`config.mk`:
```
export PLATFORM = sky130hd
export DESIGN_NAME = rf_wb_arbiter_flat
export DESIGN_NICKNAME = d
export VERILOG_FILES = /design/src/rtl/rf_wb_arbiter_pkg.sv /design/src/rtl/rf_wb_arbiter_if.sv /design/src/rtl/rf_wb_arbiter_scoreboard.sv /design/src/rtl/rf_wb_arbiter.sv /design/src/flat_wrapper.sv
export SDC_FILE = /design/constraint.sdc
export NUM_CORES = 1
export LEC_CHECK = 0
export BUFFER_PORTS_ARGS = -buffer_cell sky130_fd_sc_hd__buf_2
export CAP_MARGIN = 40
export CORE_ASPECT_RATIO = 1.2
export CORE_MARGIN = 4
export CORE_UTILIZATION = 55
export CTS_CLUSTER_DIAMETER = 200
export DETAILED_ROUTE_END_ITERATION = 10
export PLACE_DENSITY_LB_ADDON = 0.1
export SYNTH_ARGS = -nofsm -noshare
export SYNTH_HDL_FRONTEND = slang
export SYNTH_SLANG_ARGS = --single-unit
```
`constraint.sdc`:
```
create_clock -name clk -period 4.1 [get_ports clk]
set_input_delay 0.205 -clock clk [delete_from_list [all_inputs] [get_ports clk]]
set_output_delay 0.205 -clock clk [all_outputs]
set_load 0.1 [all_outputs]
```
`src/rtl/rf_wb_arbiter_pkg.sv`:
```
// Shared definitions for the register-file writeback arbiter and its scoreboard.
// Latency: none (types, constants and a mask helper only).
// Backpressure: none.
// Contents: register address width and count, the zero-register id, the
// starve counter width, the arbiter state encoding and a one-hot mask helper.
package rf_wb_arbiter_pkg;

  localparam int REG_ADDR_W = 5;
  localparam int REG_COUNT  = 32;
  localparam logic [REG_ADDR_W-1:0] ZERO_REG = 5'd0;

  // Wide enough for the largest supported starvation limit (15).
  localparam int STARVE_W = 4;

  typedef enum logic {
    NORMAL  = 1'b0,
    FORCE_B = 1'b1
  } arb_state_e;

  // One-hot mask selecting a single register.
  function automatic logic [REG_COUNT-1:0] reg_mask(input logic [REG_ADDR_W-1:0] idx);
    logic [REG_COUNT-1:0] m;
    m      = '0;
    m[idx] = 1'b1;
    return m;
  endfunction

endpackage

```
`src/rtl/rf_wb_arbiter_if.sv`:
```
// Bundle of all writeback, issue, hazard-check and register-file signals.
// Latency: none (wiring only).
// Backpressure: a_ready/b_ready are driven by the arbiter (slave side).
// Ports: master = sources and decode (drive valid/rd/data/issue/chk),
//        slave  = arbiter (drives ready, busy flags and the register-file write).
interface rf_wb_arbiter_if
  import rf_wb_arbiter_pkg::*;
#(
  parameter int N = 32
) ();

  logic                  a_valid;
  logic [REG_ADDR_W-1:0] a_rd;
  logic [N-1:0]          a_data;
  logic                  a_ready;

  logic                  b_valid;
  logic [REG_ADDR_W-1:0] b_rd;
  logic [N-1:0]          b_data;
  logic                  b_ready;

  logic                  issue_valid;
  logic [REG_ADDR_W-1:0] issue_rd;

  logic [REG_ADDR_W-1:0] chk_rs1;
  logic [REG_ADDR_W-1:0] chk_rs2;
  logic                  rs1_busy;
  logic                  rs2_busy;

  logic                  rf_we;
  logic [REG_ADDR_W-1:0] rf_waddr;
  logic [N-1:0]          rf_wdata;

  modport master (
    output a_valid, a_rd, a_data,
    output b_valid, b_rd, b_data,
    output issue_valid, issue_rd,
    output chk_rs1, chk_rs2,
    input  a_ready, b_ready,
    input  rs1_busy, rs2_busy,
    input  rf_we, rf_waddr, rf_wdata
  );

  modport slave (
    input  a_valid, a_rd, a_data,
    input  b_valid, b_rd, b_data,
    input  issue_valid, issue_rd,
    input  chk_rs1, chk_rs2,
    output a_ready, b_ready,
    output rs1_busy, rs2_busy,
    output rf_we, rf_waddr, rf_wdata
  );

endinterface

```
`src/rtl/rf_wb_arbiter_scoreboard.sv`:
```
// Busy bit per register for destinations with an outstanding long-latency result.
// Latency: set/clear visible on the read ports one cycle later; reads are combinational.
// Backpressure: none; set and clear are accepted every cycle.
// Ports: clk, rst (sync active-low), set_vld_i/set_idx_i (issue),
//        clr_vld_i/clr_idx_i (B grant), rd0/rd1_idx_i -> rd0/rd1_busy_o.
module rf_scoreboard
  import rf_wb_arbiter_pkg::*;
(
  input  logic                  clk,
  input  logic                  rst,
  input  logic                  set_vld_i,
  input  logic [REG_ADDR_W-1:0] set_idx_i,
  input  logic                  clr_vld_i,
  input  logic [REG_ADDR_W-1:0] clr_idx_i,
  input  logic [REG_ADDR_W-1:0] rd0_idx_i,
  input  logic [REG_ADDR_W-1:0] rd1_idx_i,
  output logic                  rd0_busy_o,
  output logic                  rd1_busy_o
);

  logic [REG_COUNT-1:0] busy_q, busy_d;
  logic [REG_COUNT-1:0] set_mask, clr_mask;

  always_comb begin
    set_mask = '0;
    clr_mask = '0;
    if (set_vld_i && (set_idx_i != ZERO_REG)) set_mask = reg_mask(set_idx_i);
    if (clr_vld_i) clr_mask = reg_mask(clr_idx_i);
    // Set is applied after clear so a same-cycle re-issue keeps the register busy.
    busy_d    = (busy_q & ~clr_mask) | set_mask;
    busy_d[0] = 1'b0;
  end

  always_ff @(posedge clk) begin
    if (!rst) busy_q <= '0;
    else      busy_q <= busy_d;
  end

  assign rd0_busy_o = busy_q[rd0_idx_i];
  assign rd1_busy_o = busy_q[rd1_idx_i];

endmodule

```
`src/rtl/rf_wb_arbiter.sv`:
```
// Arbitrates the single register-file write port between pipeline (A) and long-latency (B) writeback.
// Latency: a grant in cycle T drives rf_we/rf_waddr/rf_wdata in cycle T+1; readies are combinational.
// Backpressure: A has priority; B is forced through after STARVE_MAX consecutive denied cycles.
// Ports: clk, rst (sync active-low), bus (slave modport: A/B writeback handshakes,
//        issue tracking, decode hazard checks, register-file write outputs).
module rf_wb_arbiter #(
  parameter int N          = 32,
  parameter int STARVE_MAX = 4
) (
  input  logic           clk,
  input  logic           rst,
  rf_wb_arbiter_if.slave bus
);

  import rf_wb_arbiter_pkg::*;

  localparam logic [STARVE_W-1:0] STARVE_MAX_C = STARVE_W'(STARVE_MAX);

  arb_state_e            state_q, state_d;
  logic [STARVE_W-1:0]   starve_q, starve_d, starve_inc;
  logic                  starve_hit;

  logic                  a_rdy, b_rdy;
  logic                  a_grant, b_grant;

  logic                  wr_vld;
  logic [REG_ADDR_W-1:0] wr_rd;
  logic [N-1:0]          wr_data;

  logic                  rf_we_q;
  logic [REG_ADDR_W-1:0] rf_waddr_q;
  logic [N-1:0]          rf_wdata_q;

  logic                  rs1_busy, rs2_busy;

  // State register and starve counter.
  always_ff @(posedge clk) begin
    if (!rst) begin
      state_q  <= NORMAL;
      starve_q <= '0;
    end else begin
      state_q  <= state_d;
      starve_q <= starve_d;
    end
  end

  // Next state. The force is taken in the cycle whose denial would bring the
  // count up to STARVE_MAX, so B wins on the following cycle.
  always_comb begin
    starve_inc = starve_q + 1'b1;
    starve_hit = (state_q == NORMAL) && bus.b_valid && !b_rdy &&
                 (starve_inc == STARVE_MAX_C);

    starve_d = '0;
    if (bus.b_valid && !b_rdy && !starve_hit) starve_d = starve_inc;

    state_d = NORMAL;
    case (state_q)
      NORMAL:  state_d = starve_hit ? FORCE_B : NORMAL;
      FORCE_B: state_d = NORMAL;
      default: state_d = NORMAL;
    endcase
  end

  // Output decode: readies held low while reset is asserted.
  always_comb begin
    a_rdy = 1'b0;
    b_rdy = 1'b0;
    if (rst) begin
      case (state_q)
        NORMAL: begin
          a_rdy = bus.a_valid;
          b_rdy = bus.b_valid && !bus.a_valid;
        end
        FORCE_B: begin
          b_rdy = bus.b_valid;
        end
        default: begin
          a_rdy = 1'b0;
          b_rdy = 1'b0;
        end
      endcase
    end
  end

  assign a_grant = bus.a_valid && a_rdy;
  assign b_grant = bus.b_valid && b_rdy;

  // At most one grant per cycle, so a simple priority mux selects it.
  assign wr_vld  = a_grant || b_grant;
  assign wr_rd   = a_grant ? bus.a_rd   : bus.b_rd;
  assign wr_data = a_grant ? bus.a_data : bus.b_data;

  // Writes to x0 are accepted upstream but never reach the register file.
  always_ff @(posedge clk) begin
    if (!rst) begin
      rf_we_q    <= 1'b0;
      rf_waddr_q <= '0;
      rf_wdata_q <= '0;
    end else begin
      rf_we_q <= wr_vld && (wr_rd != ZERO_REG);
      if (wr_vld && (wr_rd != ZERO_REG)) begin
        rf_waddr_q <= wr_rd;
        rf_wdata_q <= wr_data;
      end
    end
  end

  rf_scoreboard u_scoreboard (
    .clk        (clk),
    .rst        (rst),
    .set_vld_i  (bus.issue_valid),
    .set_idx_i  (bus.issue_rd),
    .clr_vld_i  (b_grant),
    .clr_idx_i  (bus.b_rd),
    .rd0_idx_i  (bus.chk_rs1),
    .rd1_idx_i  (bus.chk_rs2),
    .rd0_busy_o (rs1_busy),
    .rd1_busy_o (rs2_busy)
  );

  assign bus.a_ready  = a_rdy;
  assign bus.b_ready  = b_rdy;
  assign bus.rs1_busy = rs1_busy;
  assign bus.rs2_busy = rs2_busy;
  assign bus.rf_we    = rf_we_q;
  assign bus.rf_waddr = rf_waddr_q;
  assign bus.rf_wdata = rf_wdata_q;

endmodule

```
`src/flat_wrapper.sv`:
```
// flat-port wrapper written by rule: the top's interface ports become plain ports
module rf_wb_arbiter_flat import rf_wb_arbiter_pkg::*;
#(
  parameter int N          = 32,
  parameter int STARVE_MAX = 4
)
  (clk, rst, bus_a_valid, bus_a_rd, bus_a_data, bus_b_valid, bus_b_rd, bus_b_data, bus_issue_valid, bus_issue_rd, bus_chk_rs1, bus_chk_rs2, bus_a_ready, bus_b_ready, bus_rs1_busy, bus_rs2_busy, bus_rf_we, bus_rf_waddr, bus_rf_wdata);
  rf_wb_arbiter_if #(.N(N)) bus_i ();
  input  logic clk;
  input  logic rst;
  input wire logic [$bits(bus_i.a_valid)-1:0] bus_a_valid;
  input wire logic [$bits(bus_i.a_rd)-1:0] bus_a_rd;
  input wire logic [$bits(bus_i.a_data)-1:0] bus_a_data;
  input wire logic [$bits(bus_i.b_valid)-1:0] bus_b_valid;
  input wire logic [$bits(bus_i.b_rd)-1:0] bus_b_rd;
  input wire logic [$bits(bus_i.b_data)-1:0] bus_b_data;
  input wire logic [$bits(bus_i.issue_valid)-1:0] bus_issue_valid;
  input wire logic [$bits(bus_i.issue_rd)-1:0] bus_issue_rd;
  input wire logic [$bits(bus_i.chk_rs1)-1:0] bus_chk_rs1;
  input wire logic [$bits(bus_i.chk_rs2)-1:0] bus_chk_rs2;
  output wire logic [$bits(bus_i.a_ready)-1:0] bus_a_ready;
  output wire logic [$bits(bus_i.b_ready)-1:0] bus_b_ready;
  output wire logic [$bits(bus_i.rs1_busy)-1:0] bus_rs1_busy;
  output wire logic [$bits(bus_i.rs2_busy)-1:0] bus_rs2_busy;
  output wire logic [$bits(bus_i.rf_we)-1:0] bus_rf_we;
  output wire logic [$bits(bus_i.rf_waddr)-1:0] bus_rf_waddr;
  output wire logic [$bits(bus_i.rf_wdata)-1:0] bus_rf_wdata;
  assign bus_i.a_valid = bus_a_valid;
  assign bus_i.a_rd = bus_a_rd;
  assign bus_i.a_data = bus_a_data;
  assign bus_i.b_valid = bus_b_valid;
  assign bus_i.b_rd = bus_b_rd;
  assign bus_i.b_data = bus_b_data;
  assign bus_i.issue_valid = bus_issue_valid;
  assign bus_i.issue_rd = bus_issue_rd;
  assign bus_i.chk_rs1 = bus_chk_rs1;
  assign bus_i.chk_rs2 = bus_chk_rs2;
  assign bus_a_ready = bus_i.a_ready;
  assign bus_b_ready = bus_i.b_ready;
  assign bus_rs1_busy = bus_i.rs1_busy;
  assign bus_rs2_busy = bus_i.rs2_busy;
  assign bus_rf_we = bus_i.rf_we;
  assign bus_rf_waddr = bus_i.rf_waddr;
  assign bus_rf_wdata = bus_i.rf_wdata;
  rf_wb_arbiter #(.N(N), .STARVE_MAX(STARVE_MAX)) u_core (.clk(clk), .rst(rst), .bus(bus_i));
endmodule
```
==> summary.txt, run 1 <==
Status
  – Status: finished clean

Final layout
  – Fill cells: between 500 and 600
  – Most common cell after layout, fill and taps aside: buf_2
  – Layout Nets: approximately 660
  – Finished Layout Cells: approximately 660
  – Design Area, Final: 4831 sq um
  – Layout cell share with drive strength beyond 1: between 20 and 30%
  – Area grow syn2layout: 20.24%
  – Most frequent cells in the layout: buf_2 (135), mux2i_1 (85), nand2_1 (78), dfxtp_1 (74), o21ai_0 (32)
  – Finished Core Util: approximately 69%

Detailed routing
  – DR DRC count: 0
  – Vias post-DR: about 3700
  – Antenna-violating nets left: 0
  – Detailed router's first-iteration violation count: 228
  – Drt total wl: ~11000 um
  – WL per Instance: around 16 um
  – First-pass DRT Iterations: 4
  – Drt via density: about 5.6

Setup path
  – R2R Path End: u_core.bus.rf_wdata[27]
  – Req. time, crit path: ~4400 ps
  – Setup crit start kind: register
  – Crit Path Class: reg2reg
  – CP endpoint: u_core.bus.rf_wdata[27]
  – R2R setup slack: around 1700 ps
  – Crit end category: register
  – R2r startpoint: u_core.state_q
  – Critical Path Source: u_core.state_q
  – Number of cells on the worst reg-to-reg path: 6
  – Worst EP arrival: around 2700 ps
  – Worst-path maximum fanout: 41

GRT
  – Vias in the first global route: 3635
  – GR Overflow Total: 0
  – GRT Total Usage: around a quarter
  – Largest net degree at the start of global routing: 73
  – Initial antenna violation count: 0
  – First-pass GRT wire length: between 15000 and 20000 um

Clock tree
  – Maximum root-to-sink buffer count: 2
  – H-tree Lvls: 3
  – Number of CTS-inserted buffers: 9
  – Clk_lat worst skew: ~340 ps
  – CTS resizes: 0
  – CTS tree: done
  – Setup Fix Bufs, Post-CTS: 0
  – CTS Sinks: 74
  – Cts hold-fix bufs: 0
  – CTS root buf: clkbuf_8
  – Reg clk slew, reported paths: about 70 ps

Logic synthesis
  – Post-synthesis sequential area ratio: between 30 and 40%
  – Syn Area/Cell: about 9 sq um
  – Number of synthesized flops with an enable pin: 0
  – Mapped Area: about 4000 sq um
  – Synth cell types: 42
  – Synthesized netlist cell count: around 450
  – Synth async-reset ratio: 0%
  – Compound-cell area share of the yosys netlist: approximately 15%
  – Post-synthesis mux area share: about a quarter
  – Post-synth top flop: dfxtp_1
  – Synth Area in XOR/XNOR: 0.4360%
  – Main combinational cell family by area after synthesis: multiplexers
  – Yosys reg bits: 74
  – Post-Synth Simple-Gate Area: between 10% and 20%
  – Syn. warnings: 0
  – Syn nets: 541
  – Adder-Cell Fraction of Synth Area: less than 1%

Timing
  – Final Max Tran Viols: 0
  – Sum Neg Setup Slack: 0 ps
  – WHS: 140.6 ps
  – Skew final: just under 7 ps
  – Crit share post-route: 58.74%
  – Crit path time final: between 2000 and 2500 ps
  – Fmax: about 420 MHz
  – Final setup violation count: 0
  – RSZ-0062 raised after global routing: no
  – Final worst-path setup slack: approximately 1700 ps
  – Worst-Margin Slew: 690.2 ps
  – Final Hold Violating Endpoints: 0
  – Slew headroom: 53.99%

Die
  – Initial Util: roughly 58%
  – Core Rows: 33
  – Top-level port count: between 100 and 150
  – Area of the core: 6978 sq um
  – Chip height: between 100 and 150 um
  – DIE WIDTH: between 80 and 90 um
  – Die area: between 8000 and 9000 sq um

Power and ir drop
  – Switching power: between 700 and 800 uW
  – Total Power: around 1.8 mW
  – Switching Share: about two fifths
  – PwrDens: ~380 nW/um^2
  – VDD IR max: 0.0002447 V
  – Int Pwr: roughly 1.1 mW
  – Comb power frac: approximately a third
  – Leakage power: ~2.3 nW
  – Clock share of power: about a quarter
  – Seq pwr share: a little over two fifths

Placement
  – DP Area: around 4700 sq um
  – Placed insts: between 600 and 700
  – IO Port Bufs: approximately 140
  – Place WS: around 1700 ps
  – Hpwl dp: about 8200 um
  – RePlAce Congestion: between 0.9 and 1

Hold path
  – Hold Path Class: in2reg
  – Hold Path Depth: 3

Run
  – Max-cap violations: 0
==> sequential cells by signal (all words and copies together) (netlist names) <==
register,flops
u_core.bus.rf_waddr,5
u_core.bus.rf_wdata,32
u_core.bus.rf_we,1
u_core.starve_q,4
u_core.state_q,1
u_core.u_scoreboard.busy_q,31
==> cell type report <==
type / count / area, sq um / share of cell area, %
multi-input cells: 337 / 2370 / 49.05
repair buffers: 138 / 698.2 / 14.45
clock inverters: 1 / 5.005 / 0.1036
inverters: 6 / 23.77 / 0.4921
clock buffers: 11 / 141.4 / 2.927
diodes: 1 / 2.502 / 0.05180
well taps: 87 / 108.9 / 2.253
flip-flops and latches: 74 / 1481 / 30.67
==> routing by layer <==
| layer | vias to the layer above | global-route usage, % | wire [um] |
|---|---|---|---|
| met4 | 0 | 7.552 | 167 |
| met2 | 142 | 44.33 | 5494 |
| met5 | - | 0 | 0 |
| met3 | 16 | 6.672 | 772 |
| met1 | 1683 | 27.83 | 4152 |
| li1 | 1818 | - | - |
==> cells in the mapped netlist, drive strengths merged (5+ instances only) <==
| cell | count | share of area [%] |
|---|---|---|
| a21boi | 31 | 5.8 |
| a21oi | 11 | 1.4 |
| buf | 16 | 2.4 |
| clkbuf | 12 | 1.1 |
| dfxtp | 74 | 37 |
| inv | 5 | 0.47 |
| mux2i | 85 | 21 |
| mux4 | 6 | 3.4 |
| nand2 | 78 | 7.3 |
| nand2b | 8 | 1.2 |
| nand3 | 10 | 1.2 |
| nand4 | 5 | 0.78 |
| nor2 | 17 | 1.6 |
| nor2b | 8 | 1.2 |
| nor3 | 8 | 1.4 |
| o21ai | 32 | 4.0 |
==> how the worst min path moves through the flow <==
stage,to,slack (ps),start
6_report,u_core.bus.rf_wdata[9],140,bus_a_data[9]
3_5_place_dp,u_core.bus.rf_waddr[2],440,u_core.bus.rf_waddr[2]
2_1_floorplan,u_core.starve_q[3],340,bus_b_valid
5_1_grt,u_core.bus.rf_wdata[30],150,bus_a_data[30]
3_3_place_gp,u_core.bus.rf_wdata[29],440,u_core.bus.rf_wdata[29]
4_1_cts,u_core.starve_q[3],130,bus_b_valid
==> worst max-delay path: stages (launching register included) <==
cell,delay [ps]
dfxtp_1,350
nand3b_4,610
clkinv_2,300
nor3_4,80
a211oi_4,220
buf_4,480
mux2i_1,260
==> cell families after synthesis <==
kind of cell | after synthesis
compound gates | 92
buf+inv | 34
mux | 94
xor+xnor | 2
fa+ha+maj | 2
simple gates | 147
flops | 74
==> power by group through the flow <==
stage	sequential (mW)	clock (mW)	combinational (mW)
after global routing	0.791	0.505	0.612
final	0.787	0.463	0.581
after floorplan	1.08	0	0.181
after global placement	0.801	0	0.575
after CTS	0.786	0.472	0.583
after detailed placement	0.801	0	0.584
No activity file was read; power rests on OpenSTA's default activity.
==> run 2: changes to the inputs <==
--- a/config.mk
+++ b/config.mk
@@ -5,11 +5,12 @@
 export SDC_FILE = /design/constraint.sdc
 export NUM_CORES = 1
 export LEC_CHECK = 0
+export ABC_AREA = 1
 export BUFFER_PORTS_ARGS = -buffer_cell sky130_fd_sc_hd__buf_2
 export CAP_MARGIN = 40
 export CORE_ASPECT_RATIO = 1.2
 export CORE_MARGIN = 4
-export CORE_UTILIZATION = 55
+export CORE_UTILIZATION = 52
 export CTS_CLUSTER_DIAMETER = 200
 export DETAILED_ROUTE_END_ITERATION = 10
 export PLACE_DENSITY_LB_ADDON = 0.1
==> constraint.sdc (replaced) <==
create_clock -name clk -period 2.3 [get_ports clk]
set_input_delay 0.115 -clock clk [delete_from_list [all_inputs] [get_ports clk]]
set_output_delay 0.115 -clock clk [all_outputs]
set_load 0.1 [all_outputs]
==> run 2 against run 1 <==
Critical path depth did not move. Routed wire length rose by 17%. Global-route usage rose by 0.60 points. Flip-flop and latch count did not move.
==> summary.txt, run 2 <==
GRT
  – Most Crowded Layer GR: met2
  – Global routing usage on met3: ~6.3%
  – GRT Total Usage: 25.08%
  – Grt met2 use: between 40% and 50%
  – Largest net degree at the start of global routing: 75
  – Vias in the first global route: 4595
  – GR Overflow Total: 0
  – First-pass GRT wire length: 20320 um
  – Initial antenna violation count: 0
  – Met1 Use GR: between 20% and 30%

Logic synthesis
  – Synth area leaders: dfxtp_1 (34%), nand2_1 (21%), nand3_1 (11%)
  – Syn nets: roughly 810
  – Number of synthesized flops with an enable pin: 0
  – Syn Area/Cell: about 6 sq um
  – Synthesized netlist cell count: about 700
  – Synth cell types: 23
  – Mapped Area: 4339 sq um
  – Post-synth top flop: dfxtp_1
  – Commonest cells in the netlist: nand2_1 (248), nand3_1 (97), dfxtp_1 (74), a21oi_1 (71), inv_1 (68)
  – Yosys top cell by area: dfxtp_1
  – Count leader, synth: nand2_1
  – Synth async-reset ratio: 0%
  – Syn. warnings: 0
  – Yosys reg bits: 74
  – Synth top area share: between 30 and 40%
  – Post-synthesis sequential area ratio: 34.14%

Clock tree
  – CTS tree: done
  – Cts hold-fix bufs: 0
  – Number of CTS-inserted buffers: 9
  – Clk_lat worst skew: around 350 ps
  – Setup Fix Bufs, Post-CTS: 0
  – Maximum root-to-sink buffer count: 2
  – Reg clk slew, reported paths: 70 ps
  – CTS root buf: clkbuf_8
  – CTS Sinks: 74
  – CTS resizes: 0
  – H-tree Lvls: 3

Detailed routing
  – Antenna-violating nets left: 0
  – WL per Instance: approximately 13 um
  – Detailed router's first-iteration violation count: 216
  – Drt via density: 5.257
  – Drt total wl: between 10000 and 15000 um
  – First-pass DRT Iterations: 5
  – Vias post-DR: 4884
  – DR DRC count: 0

Power and ir drop
  – Switching power: around 1.3 mW
  – Comb power frac: 33.1%
  – Int Pwr: 1.987 mW
  – Clock share of power: 24.9%
  – Switching Share: between 30% and 40%
  – VDD IR max: 0.0003680 V
  – PwrDens: roughly 640 nW/um^2
  – Leakage power: ~2.7 nW
  – Seq pwr share: a little over two fifths

Die
  – Area of the core: approximately 8100 sq um
  – Die area: between 9000 and 10000 sq um
  – Chip height: roughly 110 um
  – Top-level port count: 136
  – Core Rows: 36
  – Initial Util: between 50% and 60%
  – DIE WIDTH: a little over 90 um

Final layout
  – Fill cells: a little over 800
  – Area grow syn2layout: 19.67%
  – Layout cell share with drive strength beyond 1: 20.50%
  – Most common cell after layout, fill and taps aside: nand2_1
  – Most frequent cells in the layout: nand2_1 (247), buf_2 (134), nand3_1 (97), dfxtp_1 (74), a21oi_1 (70)
  – Finished Layout Cells: 929
  – Layout Nets: 926
  – Diodes inserted: 0
  – Max FFs per register: 32

Timing
  – Crit share post-route: 89.86%
  – Crit path time final: 2067 ps
  – Final worst-path setup slack: 233.3 ps
  – Slew headroom: 52.66%
  – Worst-Margin Slew: between 700 and 800 ps
  – Final Hold Violating Endpoints: 0
  – RSZ-0062 raised after global routing: no
  – Final setup violation count: 0
  – WHS: roughly 110 ps
  – Sum Neg Setup Slack: 0 ps
  – Fmax: just under 500 MHz
  – Skew final: about 5.3 ps
  – Final Max Tran Viols: 0

Setup path
  – Worst-path maximum fanout: 33
  – Crit end category: output port
  – Worst path bufs/invs: 5
  – Setup crit start kind: register
  – Req. time, crit path: 2180 ps
  – Cell Chain, Critical Path: inv_1 -> nand3_2 -> buf_4 -> clkinv_1 -> buf_4 -> buf_12
  – Slowest Stage Delay on Critical Path: 310 ps
  – Cell repeated most along the worst path: buf_4
  – Crit Path Class: reg2out
  – Critical path's slowest cell: buf_4
  – Crit path max-delay family: buffers and inverters
  – Worst EP arrival: 1950 ps

Run
  – Max-cap violations: 0

Placement
  – Hpwl dp: about 9500 um
  – IO Port Bufs: 135
  – Placed insts: 914
  – RePlAce Congestion: roughly 0.93
  – Place WS: between 300 and 400 ps

Status
  – Status: finished clean

Hold path
  – Hold Path Class: in2reg
[run 2: worst min-delay path, delay by kind of cell]
family	cells	cell delay, ps
AND/OR/NAND/NOR	2	120
buffers and inverters	1	180
[run 2: power by group through the flow]
stage / clock network, mW / registers (mW) / logic, mW
3_3_place_gp: 0 / 1.42 / 1.08
5_1_grt: 0.910 / 1.40 / 1.18
3_5_place_dp: 0 / 1.42 / 1.10
4_1_cts: 0.841 / 1.39 / 1.10
2_1_floorplan: 0 / 1.86 / 0.408
6_report: 0.823 / 1.39 / 1.10
[run 2: logic make-up (layout without fill, tap and decap cells)]
family / after synthesis / in the layout / share of synthesized area (%)
simple gates: 415 / 415 / 41.06
buf+inv: 110 / 231 / 10.81
fa+ha+maj: 2 / 2 / 0.5766
compound gates: 110 / 110 / 13.00
flops: 74 / 74 / 34.14
xor+xnor: 2 / 2 / 0.4038
[run 2: routing by layer]
layer,wire length [um],vias to the layer above
li1,-,2516
met1,4792,2132
met2,6168,196
met3,912,40
met4,465,0
met5,0,-
[run 2: cell type report]
type | instances | area, sq um | area share, %
Clock buffer | 12 | 135.1 | 2.602
Clock inverter | 3 | 17.52 | 0.3373
Multi-Input combinational cell | 529 | 2395 | 46.12
Sequential cell | 74 | 1481 | 28.53
Timing Repair Buffer | 143 | 770.7 | 14.84
Tap cell | 95 | 118.9 | 2.289
Inverter | 73 | 274.0 | 5.277
[run 2: worst paths after layout]
kind / from / end / slack, ps / cells after the start
worst max-delay path: u_core.state_q / bus_a_ready / 230 / 6
worst min-delay path: rst / u_core.bus.rf_wdata[30] / 110 / 3
worst max register to register: u_core.state_q / u_core.bus.rf_wdata[13] / 340 / 9
worst min register to register: u_core.bus.rf_waddr[4] / u_core.bus.rf_waddr[4] / 450 / 2
[run 2: metrics by stage]
| step | total power, mW | cell area [sq um] | util, % |
|---|---|---|---|
| after floorplan | 2.269 | 4343 | - |
| after global placement | 2.498 | 5025 | 61.98 |
| after detailed placement | 2.515 | 5040 | 62.16 |
| after CTS | 3.331 | 5192 | 64.04 |
| after global routing | 3.491 | 5192 | 64.04 |
| final | 3.309 | 5192 | 64.04 |
